--- src/rtl/reservoir_pkg.sv ---
`default_nettype none
// ============================================================================
// Module      : reservoir_pkg
// Description : Shared reservoir constants, sensor-vector type and helpers.
// Revision    : 1.0 - initial release
// ============================================================================
package reservoir_pkg;

    localparam int c_level_w      = 12;
    localparam int c_init_level   = 3584;
    localparam int c_s1_level     = 1024;
    localparam int c_s2_level     = 2048;
    localparam int c_s3_level     = 3072;
    localparam int c_hyst         = 16;
    localparam int c_tick_div     = 4;
    localparam int c_fr_rate      = 2;
    localparam int c_afr_rate     = 4;
    localparam int c_demand_rate  = 3;
    localparam int c_debounce     = 4;
    localparam int c_fault_ticks  = 8;

    typedef struct packed {
        logic s3;
        logic s2;
        logic s1;
    } sensor_vec_t;

    function automatic logic sensor_init(input int level, input int threshold);
        return (level >= threshold) ? 1'b1 : 1'b0;
    endfunction

endpackage
`default_nettype wire

--- src/rtl/reservoir_level_sensor_if.sv ---
`default_nettype none
// ============================================================================
// Module      : reservoir_level_sensor_if
// Description : Valve-command / level-sensor link between controller and plant.
// Revision    : 1.0 - initial release
// ============================================================================
interface reservoir_level_sensor_if #(
    parameter int LEVEL_W = reservoir_pkg::c_level_w
);
    logic               FR1;
    logic               FR2;
    logic               FR3;
    logic               AFR;
    logic               demand_en;
    logic               level_load;
    logic [LEVEL_W-1:0] level_load_val;
    logic               S1;
    logic               S2;
    logic               S3;
    logic [LEVEL_W-1:0] level;
    logic               overflow;
    logic               underflow;
    logic               ctrl_fault;

    modport master (
        output FR1, FR2, FR3, AFR, demand_en, level_load, level_load_val,
        input  S1, S2, S3, level, overflow, underflow, ctrl_fault
    );

    modport slave (
        input  FR1, FR2, FR3, AFR, demand_en, level_load, level_load_val,
        output S1, S2, S3, level, overflow, underflow, ctrl_fault
    );
endinterface
`default_nettype wire

--- src/rtl/level_debounce.sv ---
`default_nettype none
// ============================================================================
// Module      : level_debounce
// Description : Toggles its output after DEBOUNCE consecutive mismatching edges.
// Revision    : 1.0 - initial release
// ============================================================================
module level_debounce #(
    parameter int   DEBOUNCE  = 4,
    parameter logic RESET_VAL = 1'b0
) (
    input  logic clk,
    input  logic reset_n,
    input  logic raw,
    output logic sense
);
    localparam int c_cnt_w = (DEBOUNCE > 1) ? $clog2(DEBOUNCE) : 1;

    logic [c_cnt_w-1:0] r_cnt;
    logic               r_sense;

    always_ff @(posedge clk or negedge reset_n) begin
        if (!reset_n) begin
            r_cnt   <= '0;
            r_sense <= RESET_VAL;
        end else if (raw == r_sense) begin
            r_cnt <= '0;
        end else if (r_cnt == c_cnt_w'(DEBOUNCE - 1)) begin
            r_cnt   <= '0;
            r_sense <= ~r_sense;
        end else begin
            r_cnt <= r_cnt + c_cnt_w'(1);
        end
    end

    assign sense = r_sense;
endmodule
`default_nettype wire

--- src/rtl/reservoir_level_sensor.sv ---
`default_nettype none
// ============================================================================
// Module      : reservoir_level_sensor
// Description : Reservoir plant model: saturating level integrator with
//               hysteretic, debounced S1/S2/S3 sensors. Optional controller
//               consistency checker enabled by RESERVOIR_CTRL_FAULT_CHECK_EN.
// Revision    : 1.0 - initial release
// ============================================================================
module reservoir_level_sensor
    import reservoir_pkg::*;
#(
    parameter int LEVEL_W     = c_level_w,
    parameter int INIT_LEVEL  = c_init_level,
    parameter int S1_LEVEL    = c_s1_level,
    parameter int S2_LEVEL    = c_s2_level,
    parameter int S3_LEVEL    = c_s3_level,
    parameter int HYST        = c_hyst,
    parameter int TICK_DIV    = c_tick_div,
    parameter int FR_RATE     = c_fr_rate,
    parameter int AFR_RATE    = c_afr_rate,
    parameter int DEMAND_RATE = c_demand_rate,
    parameter int DEBOUNCE    = c_debounce
`ifdef RESERVOIR_CTRL_FAULT_CHECK_EN
    ,
    parameter int FAULT_TICKS = c_fault_ticks
`endif
) (
    input  logic                     clk,
    input  logic                     reset_n,
    reservoir_level_sensor_if.slave  bus
);
    localparam int c_sum_w   = LEVEL_W + 2;
    localparam int c_presc_w = (TICK_DIV > 1) ? $clog2(TICK_DIV) : 1;

    logic [c_presc_w-1:0] r_presc;
    logic [LEVEL_W-1:0]   r_level;
    logic                 r_overflow;
    logic                 r_underflow;
    logic                 w_tick;
    logic [c_sum_w-1:0]   w_inflow;
    logic [c_sum_w-1:0]   w_outflow;
    logic [c_sum_w-1:0]   w_sum;
    logic [LEVEL_W-1:0]   w_level_next;
    logic                 w_ovf_hit;
    logic                 w_unf_hit;
    logic [2:0]           w_sense;
    sensor_vec_t          w_sensors;

    assign w_tick = (r_presc == c_presc_w'(TICK_DIV - 1));

    always_comb begin
        w_inflow  = '0;
        w_outflow = '0;
        if (bus.FR1) w_inflow = w_inflow + c_sum_w'(FR_RATE);
        if (bus.FR2) w_inflow = w_inflow + c_sum_w'(FR_RATE);
        if (bus.FR3) w_inflow = w_inflow + c_sum_w'(FR_RATE);
        if (bus.AFR) w_inflow = w_inflow + c_sum_w'(AFR_RATE);
        if (bus.demand_en) w_outflow = c_sum_w'(DEMAND_RATE);
    end

    // Two's-complement sum: MSB flags a negative result, the next bit a carry past full scale.
    assign w_sum = {2'b00, r_level} + w_inflow - w_outflow;

    always_comb begin
        w_level_next = w_sum[LEVEL_W-1:0];
        w_ovf_hit    = 1'b0;
        w_unf_hit    = 1'b0;
        if (w_sum[c_sum_w-1]) begin
            w_level_next = '0;
            w_unf_hit    = 1'b1;
        end else if (w_sum[LEVEL_W]) begin
            w_level_next = '1;
            w_ovf_hit    = 1'b1;
        end
    end

    always_ff @(posedge clk or negedge reset_n) begin
        if (!reset_n) begin
            r_level     <= LEVEL_W'(INIT_LEVEL);
            r_presc     <= '0;
            r_overflow  <= 1'b0;
            r_underflow <= 1'b0;
        end else if (bus.level_load) begin
            r_level     <= bus.level_load_val;
            r_presc     <= '0;
            r_overflow  <= 1'b0;
            r_underflow <= 1'b0;
        end else begin
            r_presc <= w_tick ? '0 : r_presc + c_presc_w'(1);
            if (w_tick) begin
                r_level <= w_level_next;
                if (w_ovf_hit) r_overflow  <= 1'b1;
                if (w_unf_hit) r_underflow <= 1'b1;
            end
        end
    end

    for (genvar k = 0; k < 3; k++) begin : g_sensor
        localparam int   c_thr  = (k == 0) ? S1_LEVEL : (k == 1) ? S2_LEVEL : S3_LEVEL;
        localparam logic c_init = sensor_init(INIT_LEVEL, c_thr);

        logic r_raw;
        logic w_raw;

        // Comparator output feeds the debouncer directly so the first crossing clock counts.
        always_comb begin
            w_raw = r_raw;
            if ({1'b0, r_level} >= (LEVEL_W + 1)'(c_thr + HYST))
                w_raw = 1'b1;
            else if ({1'b0, r_level} < (LEVEL_W + 1)'(c_thr - HYST))
                w_raw = 1'b0;
        end

        always_ff @(posedge clk or negedge reset_n) begin
            if (!reset_n) r_raw <= c_init;
            else          r_raw <= w_raw;
        end

        level_debounce #(
            .DEBOUNCE  (DEBOUNCE),
            .RESET_VAL (c_init)
        ) u_debounce (
            .clk     (clk),
            .reset_n (reset_n),
            .raw     (w_raw),
            .sense   (w_sense[k])
        );
    end

    assign w_sensors     = w_sense;
    assign bus.S1        = w_sensors.s1;
    assign bus.S2        = w_sensors.s2;
    assign bus.S3        = w_sensors.s3;
    assign bus.level     = r_level;
    assign bus.overflow  = r_overflow;
    assign bus.underflow = r_underflow;

`ifdef RESERVOIR_CTRL_FAULT_CHECK_EN
    localparam int c_fault_w = $clog2(FAULT_TICKS + 1);

    logic [c_fault_w-1:0] r_fault_cnt;
    logic                 r_ctrl_fault;
    logic                 w_inconsistent;

    // A valve left open above the level it is meant to fill up to.
    assign w_inconsistent = (bus.FR1 & w_sensors.s3) | (bus.FR2 & w_sensors.s2) |
                            (bus.AFR & w_sensors.s1);

    always_ff @(posedge clk or negedge reset_n) begin
        if (!reset_n) begin
            r_fault_cnt  <= '0;
            r_ctrl_fault <= 1'b0;
        end else if (bus.level_load) begin
            r_fault_cnt  <= '0;
            r_ctrl_fault <= 1'b0;
        end else if (w_tick) begin
            if (w_inconsistent) begin
                if (r_fault_cnt != c_fault_w'(FAULT_TICKS))
                    r_fault_cnt <= r_fault_cnt + c_fault_w'(1);
                if (r_fault_cnt >= c_fault_w'(FAULT_TICKS - 1))
                    r_ctrl_fault <= 1'b1;
            end else begin
                r_fault_cnt <= '0;
            end
        end
    end

    assign bus.ctrl_fault = r_ctrl_fault;
`else
    assign bus.ctrl_fault = 1'b0;
`endif

endmodule
`default_nettype wire

--- src/flat_wrapper.sv ---
// flat-port wrapper written by rule: the top's interface ports become plain ports
module reservoir_level_sensor_flat import reservoir_pkg::*;
#(
    parameter int LEVEL_W     = c_level_w,
    parameter int INIT_LEVEL  = c_init_level,
    parameter int S1_LEVEL    = c_s1_level,
    parameter int S2_LEVEL    = c_s2_level,
    parameter int S3_LEVEL    = c_s3_level,
    parameter int HYST        = c_hyst,
    parameter int TICK_DIV    = c_tick_div,
    parameter int FR_RATE     = c_fr_rate,
    parameter int AFR_RATE    = c_afr_rate,
    parameter int DEMAND_RATE = c_demand_rate,
    parameter int DEBOUNCE    = c_debounce

)
  (clk, reset_n, bus_FR1, bus_FR2, bus_FR3, bus_AFR, bus_demand_en, bus_level_load, bus_level_load_val, bus_S1, bus_S2, bus_S3, bus_level, bus_overflow, bus_underflow, bus_ctrl_fault);
  reservoir_level_sensor_if #(.LEVEL_W(LEVEL_W)) bus_i ();
  input  logic clk;
  input  logic reset_n;
  input wire logic [$bits(bus_i.FR1)-1:0] bus_FR1;
  input wire logic [$bits(bus_i.FR2)-1:0] bus_FR2;
  input wire logic [$bits(bus_i.FR3)-1:0] bus_FR3;
  input wire logic [$bits(bus_i.AFR)-1:0] bus_AFR;
  input wire logic [$bits(bus_i.demand_en)-1:0] bus_demand_en;
  input wire logic [$bits(bus_i.level_load)-1:0] bus_level_load;
  input wire logic [$bits(bus_i.level_load_val)-1:0] bus_level_load_val;
  output wire logic [$bits(bus_i.S1)-1:0] bus_S1;
  output wire logic [$bits(bus_i.S2)-1:0] bus_S2;
  output wire logic [$bits(bus_i.S3)-1:0] bus_S3;
  output wire logic [$bits(bus_i.level)-1:0] bus_level;
  output wire logic [$bits(bus_i.overflow)-1:0] bus_overflow;
  output wire logic [$bits(bus_i.underflow)-1:0] bus_underflow;
  output wire logic [$bits(bus_i.ctrl_fault)-1:0] bus_ctrl_fault;
  assign bus_i.FR1 = bus_FR1;
  assign bus_i.FR2 = bus_FR2;
  assign bus_i.FR3 = bus_FR3;
  assign bus_i.AFR = bus_AFR;
  assign bus_i.demand_en = bus_demand_en;
  assign bus_i.level_load = bus_level_load;
  assign bus_i.level_load_val = bus_level_load_val;
  assign bus_S1 = bus_i.S1;
  assign bus_S2 = bus_i.S2;
  assign bus_S3 = bus_i.S3;
  assign bus_level = bus_i.level;
  assign bus_overflow = bus_i.overflow;
  assign bus_underflow = bus_i.underflow;
  assign bus_ctrl_fault = bus_i.ctrl_fault;
  reservoir_level_sensor #(.LEVEL_W(LEVEL_W), .INIT_LEVEL(INIT_LEVEL), .S1_LEVEL(S1_LEVEL), .S2_LEVEL(S2_LEVEL), .S3_LEVEL(S3_LEVEL), .HYST(HYST), .TICK_DIV(TICK_DIV), .FR_RATE(FR_RATE), .AFR_RATE(AFR_RATE), .DEMAND_RATE(DEMAND_RATE), .DEBOUNCE(DEBOUNCE)) u_core (.clk(clk), .reset_n(reset_n), .bus(bus_i));
endmodule
--- config.mk ---
export PLATFORM = sky130hd
export DESIGN_NAME = reservoir_level_sensor_flat
export DESIGN_NICKNAME = d
export VERILOG_FILES = /design/src/rtl/reservoir_pkg.sv /design/src/rtl/reservoir_level_sensor_if.sv /design/src/rtl/level_debounce.sv /design/src/rtl/reservoir_level_sensor.sv /design/src/flat_wrapper.sv
export SDC_FILE = /design/constraint.sdc
export NUM_CORES = 1
export LEC_CHECK = 0
export ABC_AREA = 0
export BUFFER_PORTS_ARGS = -buffer_cell sky130_fd_sc_hd__buf_2
export CAP_MARGIN = 20
export CORE_UTILIZATION = 40
export DETAILED_ROUTE_END_ITERATION = 10
export GPL_ROUTABILITY_DRIVEN = 0
export PLACE_DENSITY = 0.72
export SLEW_MARGIN = 20
export SYNTH_ARGS = -nofsm -noshare
export SYNTH_HDL_FRONTEND = slang
export SYNTH_SLANG_ARGS = --single-unit
--- constraint.sdc ---
create_clock -name clk -period 6.5 [get_ports clk]
set_input_delay 0.325 -clock clk [delete_from_list [all_inputs] [get_ports clk]]
set_output_delay 0.325 -clock clk [all_outputs]
set_load 0.02 [all_outputs]
== Word level (Yosys, flattened, before mapping) ==
Index checks and enable logic that the tools add are counted.

* Reduce and logical (&&, ||, !) cells: 8
* Add/sub/neg operators: 9
* Bitwise operators: 6
* Mux-type cells: 32
* Order comparisons: 6
* Equal/unequal tests: 7

{| class="wikitable"
|+ Operators with widths
! operator !! count
|-
| two-way mux 12 bit || 4
|-
| two-way mux 14 bit || 3
|-
| greater-or-equal comparator 12 bit (second input constant) || 2
|-
| two-way mux 2 bit || 10
|-
| two-way mux 1 bit || 15
|-
| adder 12 x 14 -> 14 bit || 1
|-
| adder 14 x 2 -> 14 bit (second input constant) || 1
|-
| adder 14 x 3 -> 14 bit (second input constant) || 1
|-
| subtractor 14 x 2 -> 14 bit || 1
|-
| greater-or-equal comparator 12 x 11 -> 1 bit (second input constant) || 1
|-
| < comparator 12 x 10 -> 1 bit (second input constant) || 1
|-
| < comparator 12 x 11 -> 1 bit (second input constant) || 1
|-
| < comparator 12 bit (second input constant) || 1
|-
| AND reduction 2 bit || 5
|-
| adder 2 x 1 -> 2 bit (second input constant) || 4
|-
| equality test 2 bit (second input constant) || 4
|-
| inverter 1 bit || 6
|-
| nonzero test 2 bit || 3
|-
| adder 2 x 2 -> 3 bit (second input constant) || 1
|-
| equality test 1 bit || 3
|}

* Bits in registers: 28
* Output and inout port bits: 18
* Word-level logic and storage cells: 81
* Input port bits: 20

== Logic depth before layout (Yosys ltp) ==
* Depth after elaboration: 14
* Depth in mapped cells: 15
* Mapped depth without buffers: 14

== Cells and area by module ==
From an unflattened synthesis, not the netlist that was laid out.

* Cell total of the unflattened synthesis: 235
* Area total of the unflattened synthesis: 2145.8 um2

{| class="wikitable"
|+ By module, submodules not included
! module !! instances !! seq. area each (um2) !! cells each !! area an instance (um2)
|-
| reservoir_level_sensor || 1 || 483.0 || 211 || 1770.4
|-
| level_debounce || 3 || 76.3 || 8 || 125.1
|}

== Worst setup path before layout ==
OpenSTA, ideal clock, no wires.

* Kind: input to register
* From: input port bus_FR3
* To: register u_core.r_overflow (netlist: u_core.bus.overflow)
* Buffers on the path: 1
* Stages: 11
* Setup time: 0.124 ns
* Data arrival time: 3.136 ns
* Data required time: 6.376 ns
* Path slack: 3.240 ns
* Cells stage by stage: fa_1 > fa_1 > ha_1 > fa_1 > a21o_1 > a221oi_1 > o31ai_4 > a21boi_2 > or3b_4 > buf_6 > o22ai_2

* Cells in the longest elaborated chain, start to end: 9

{| class="wikitable"
|+ Ends and longest elaborated chain
! element !! RTL line !! RTL
|-
| start: declaration || flat_wrapper.sv:23 || <nowiki>input wire logic [$bits(bus_i.FR3)-1:0] bus_FR3;</nowiki>
|-
| two-way mux 14 bit * || reservoir_level_sensor.sv:56 || <nowiki>if (bus.FR3) w_inflow = w_inflow + c_sum_w'(FR_RATE);</nowiki>
|-
| adder 14 x 3 -> 14 bit || reservoir_level_sensor.sv:57 || <nowiki>if (bus.AFR) w_inflow = w_inflow + c_sum_w'(AFR_RATE);</nowiki>
|-
| two-way mux 14 bit * || reservoir_level_sensor.sv:57 ||
|-
| adder 12 x 14 -> 14 bit * || reservoir_level_sensor.sv:62 || <nowiki>assign w_sum = {2'b00, r_level} + w_inflow - w_outflow;</nowiki>
|-
| subtractor 14 x 2 -> 14 bit * || reservoir_level_sensor.sv:62 ||
|-
| two-way mux 1 bit || reservoir_level_sensor.sv:71 || <nowiki>end else if (w_sum[LEVEL_W]) begin</nowiki>
|-
| two-way mux 1 bit * || reservoir_level_sensor.sv:68 || <nowiki>if (w_sum[c_sum_w-1]) begin</nowiki>
|-
| nonzero test 2 bit (no source line) * || n/a ||
|-
| AND reduction 2 bit (no source line) * || n/a ||
|-
| end signal: assignment || reservoir_level_sensor.sv:81 || <nowiki>r_overflow <= 1'b0;</nowiki>
|-
| end signal: assignment || reservoir_level_sensor.sv:86 || <nowiki>r_overflow <= 1'b0;</nowiki>
|-
| end signal: assignment || reservoir_level_sensor.sv:92 || <nowiki>if (w_ovf_hit) r_overflow <= 1'b1;</nowiki>
|-
| end: declaration || reservoir_level_sensor.sv:37 || <nowiki>logic r_overflow;</nowiki>
|}

Mark *: on every way between the ends. The rest lies on a longest branch, timed or not.
A chain may end at the register's enable or synchronous reset.

== Worst setup path after layout ==
Same ends and word-level chain as after synthesis.

==> flow_summary.ini <==
[floorplanning]
rows = 26
die_area_um2 = 5861
core-area_um2 = 5238
design.portCount = 38
fp.dieH_um = 76.56
chipWidth_um = 76.56
initial_core_util = 0.4245

[yosys]
synth.distinct_cells = 50
syn_area_um2 = 2223
async_flop_share = 1.000
synth_top_area_cell = dfrtp_1
synth_edf_count = 0
ys_seq_area_frac = 0.3202
synth_top_area_share = 0.2138
syn_inst = 238
synthTopCellsByArea = dfrtp_1 (21%), ha_1 (18%), dfstp_2 (11%)
synthFlopType = dfrtp_1
syn_avg_cell_area_um2 = 9.342
yosysWarnings = 0
yosysMostFrequentCell = ha_1
syn-num-nets = 293
synth_common_cells = ha_1 (32), inv_1 (28), nor3_1 (27)
ys_ff_latch = 28

[cts]
path_clk_slew_ns = 0.10
cts_tree = yes
hold_buffers = 0
cts-root-buf = clkbuf_8
cts_buffers = 3
cts-resized-gates = 0
postCtsSetupBuffers = 0
clockBufferDepth = 2
clock_latency_ns = 0.28
cts_max_level = 1
cts.sinks = 28

[power_and_ir_drop]
leakagePower_nw = 1.235
total_power_w = 0.0007302
pwr-share-clk = 0.190
switching_power_w = 0.0002845
power_frac_seq = 0.326
switching_share = 0.3896
combPwrFrac = 0.484
peakVddDrop_v = 0.0001335
p_int_w = 0.0004457
power_density_nw_per_um2 = 289.5

[route]
drc_errors = 0
drt_first_pass_iters = 4
final_antenna_net_count = 0
initialDrtViolationCount = 69
num_vias = 1768
wl_per_cell_um = 13.31
drt_wl_total_um = 4526
drt-vias-per-instance = 5.200

[timing]
min_period_over_period = 0.5126
hold_violations = 0
slew_violations = 0
fin_skew_ns = 0.002382
setup_violations = 0
fin_crit_ns = 3.332
worst_pin_slew_ns = 0.7393
fmax_mhz = 300.2
rsz0062_at_grt = no
setup_tns_ns = 0
maxSlewHeadroom = 0.5054

[worst_setup_path]
crit_path_max_incr_delay_ns = 0.55
start_kind = primary input
worstPathRequired_ns = 6.65
path_cells = buf_2, fa_1, fa_1, ha_1, fa_1, a21o_1, a221oi_1, o31ai_4, a21boi_2, or3b_4, o22ai_2
arrival_ns = 3.49
path_class = in2reg
worstPathMaxFanout = 13
crit_buf_inv = 1
critPathTopFamily = adder cells
cpMostUsedCell = fa_1
crit_slowest_cell = fa_1
endpoint_kind = flop

[global_route]
antenna_found_initial = 0
grt_max_degree = 30
grt_usage = 0.1678
overflow = 0
grt_pass1_wl_um = 7872
grt_pass1_vias = 1708

[run]
max_cap_violations = 0

[min_path]
hp-class = in2async

[status]
status = finished, final reports clean

[cells_and_area]
n_antenna_cell = 0
areaGrowthSynthToFinish_pct = 13.45
drive_gt1_frac = 0.2333
final_nets = 326

[place]
io_buffers = 36
place.detailed.hpwl_um = 3427
## worst reg2reg max path, stage by stage, from the launching register on
cell and delay, ns:
dfrtp_1 0.42, fa_1 0.48, ha_1 0.23, fa_1 0.40, a21o_1 0.22, a221oi_1 0.55
o31ai_4 0.12, a21boi_2 0.18, or3b_4 0.25, o22ai_2 0.10
## cell families (layout without fill, tap and decap cells)
logic type      count (synthesis)  in the layout  synth area share
mux                             4              4           0.01970
simple gates                   62             62            0.1480
xor+xnor                       12             12           0.04727
buf+inv                        38             70           0.07653
fa+ha+maj                      35             35            0.2071
other cells                     1              1          0.001687
compound gates                 58             58            0.1795
flops                          28             28            0.3202
## power groups by stage
stage          Combinational [W]  Sequential [W]  Clock [W]
2_1_floorplan           0.000253        0.000258          0
3_3_place_gp            0.000340        0.000241          0
3_5_place_dp            0.000346        0.000242          0
4_1_cts                 0.000349        0.000238   0.000143
5_1_grt                 0.000399        0.000243   0.000149
6_report                0.000354        0.000238   0.000139
## layer usage
| layer | vias to the layer above | share of wire | global-route usage |
|---|---|---|---|
| li1 | 893 | - | - |
| met1 | 826 | 0.47 | 0.2225 |
| met2 | 42 | 0.47 | 0.2775 |
| met3 | 7 | 0.036 | 0.01916 |
| met4 | 0 | 0.017 | 0.06731 |
| met5 | - | 0 | 0 |
## per-stage QoR
stage | hold WS [ns] | setup WS (ns) | cell area (um2) | std cells | util
after global routing | 0.1006 | 3.053 | 2522 | 340 | 0.4816
after global placement | 0.3769 | 2.870 | 2434 | 336 | 0.4646
after CTS | 0.06179 | 3.101 | 2505 | 340 | 0.4783
after floorplan | 0.02941 | 3.240 | 2223 | 238 | -
after detailed placement | 0.3726 | 2.825 | 2434 | 336 | 0.4646
final | 0.04555 | 3.168 | 2522 | 340 | 0.4816
## state kept, by name, indices dropped and copies added (netlist names)
| signal | cells |
|---|---|
| u_core.g_sensor.r_raw | 3 |
| u_core.bus.underflow | 1 |
| u_core.r_presc | 2 |
| u_core.bus.overflow | 1 |
| u_core.g_sensor.u_debounce.r_cnt | 6 |
| u_core.g_sensor.u_debounce.sense | 3 |
| u_core.bus.level | 12 |
## final timing paths
kind	startpoint	to	slack, ns	cells past startpoint
max	bus_FR3	u_core.bus.overflow$_DFFE_PN0P_	3.17	11
min	reset_n	u_core.g_sensor[1].u_debounce.r_cnt[1]$_DFF_PN0_	0.05	1
max reg2reg	u_core.bus.level[1]$_DFFE_PN0P_	u_core.bus.overflow$_DFFE_PN0P_	3.42	9
min reg2reg	u_core.r_presc[0]$_DFF_PN0_	u_core.r_presc[0]$_DFF_PN0_	0.43	1
max in group asynchronous	reset_n	u_core.bus.level[2]$_DFFE_PN0P_	6.06	1
min in group clk	bus_level_load_val[0]	u_core.bus.level[0]$_DFFE_PN0P_	0.27	3
## layout make-up
type,instances,area (um2)
Inverter,30,112.6
Sequential cell,28,711.9
Timing Repair Buffer,36,180.2
Clock buffer,3,41.29
Tap cell,70,87.58
Clock inverter,1,30.03
Fill cell,490,2715
Multi-Input combinational cell,172,1359
## cell usage in the layout (no fill, tap or decap), types with 3 or more instances in the layout
cell type | netlist | layout
nand2_1 | 8 | 8
ha_1 | 32 | 32
dfrtp_1 | 19 | 19
o21ai_1 | 12 | 12
nor2_1 | 8 | 8
xnor2_1 | 10 | 10
buf_2 | 1 | 36
a21oi_1 | 20 | 20
a21o_1 | 3 | 3
inv_1 | 28 | 28
dfstp_2 | 9 | 9
mux2_2 | 3 | 3
nor3_1 | 27 | 27
clkbuf_8 | 0 | 3
o21ai_0 | 3 | 3
fa_1 | 3 | 3
nor2b_1 | 4 | 4
and3_1 | 3 | 3
No activity file was read; power rests on OpenSTA's default activity.
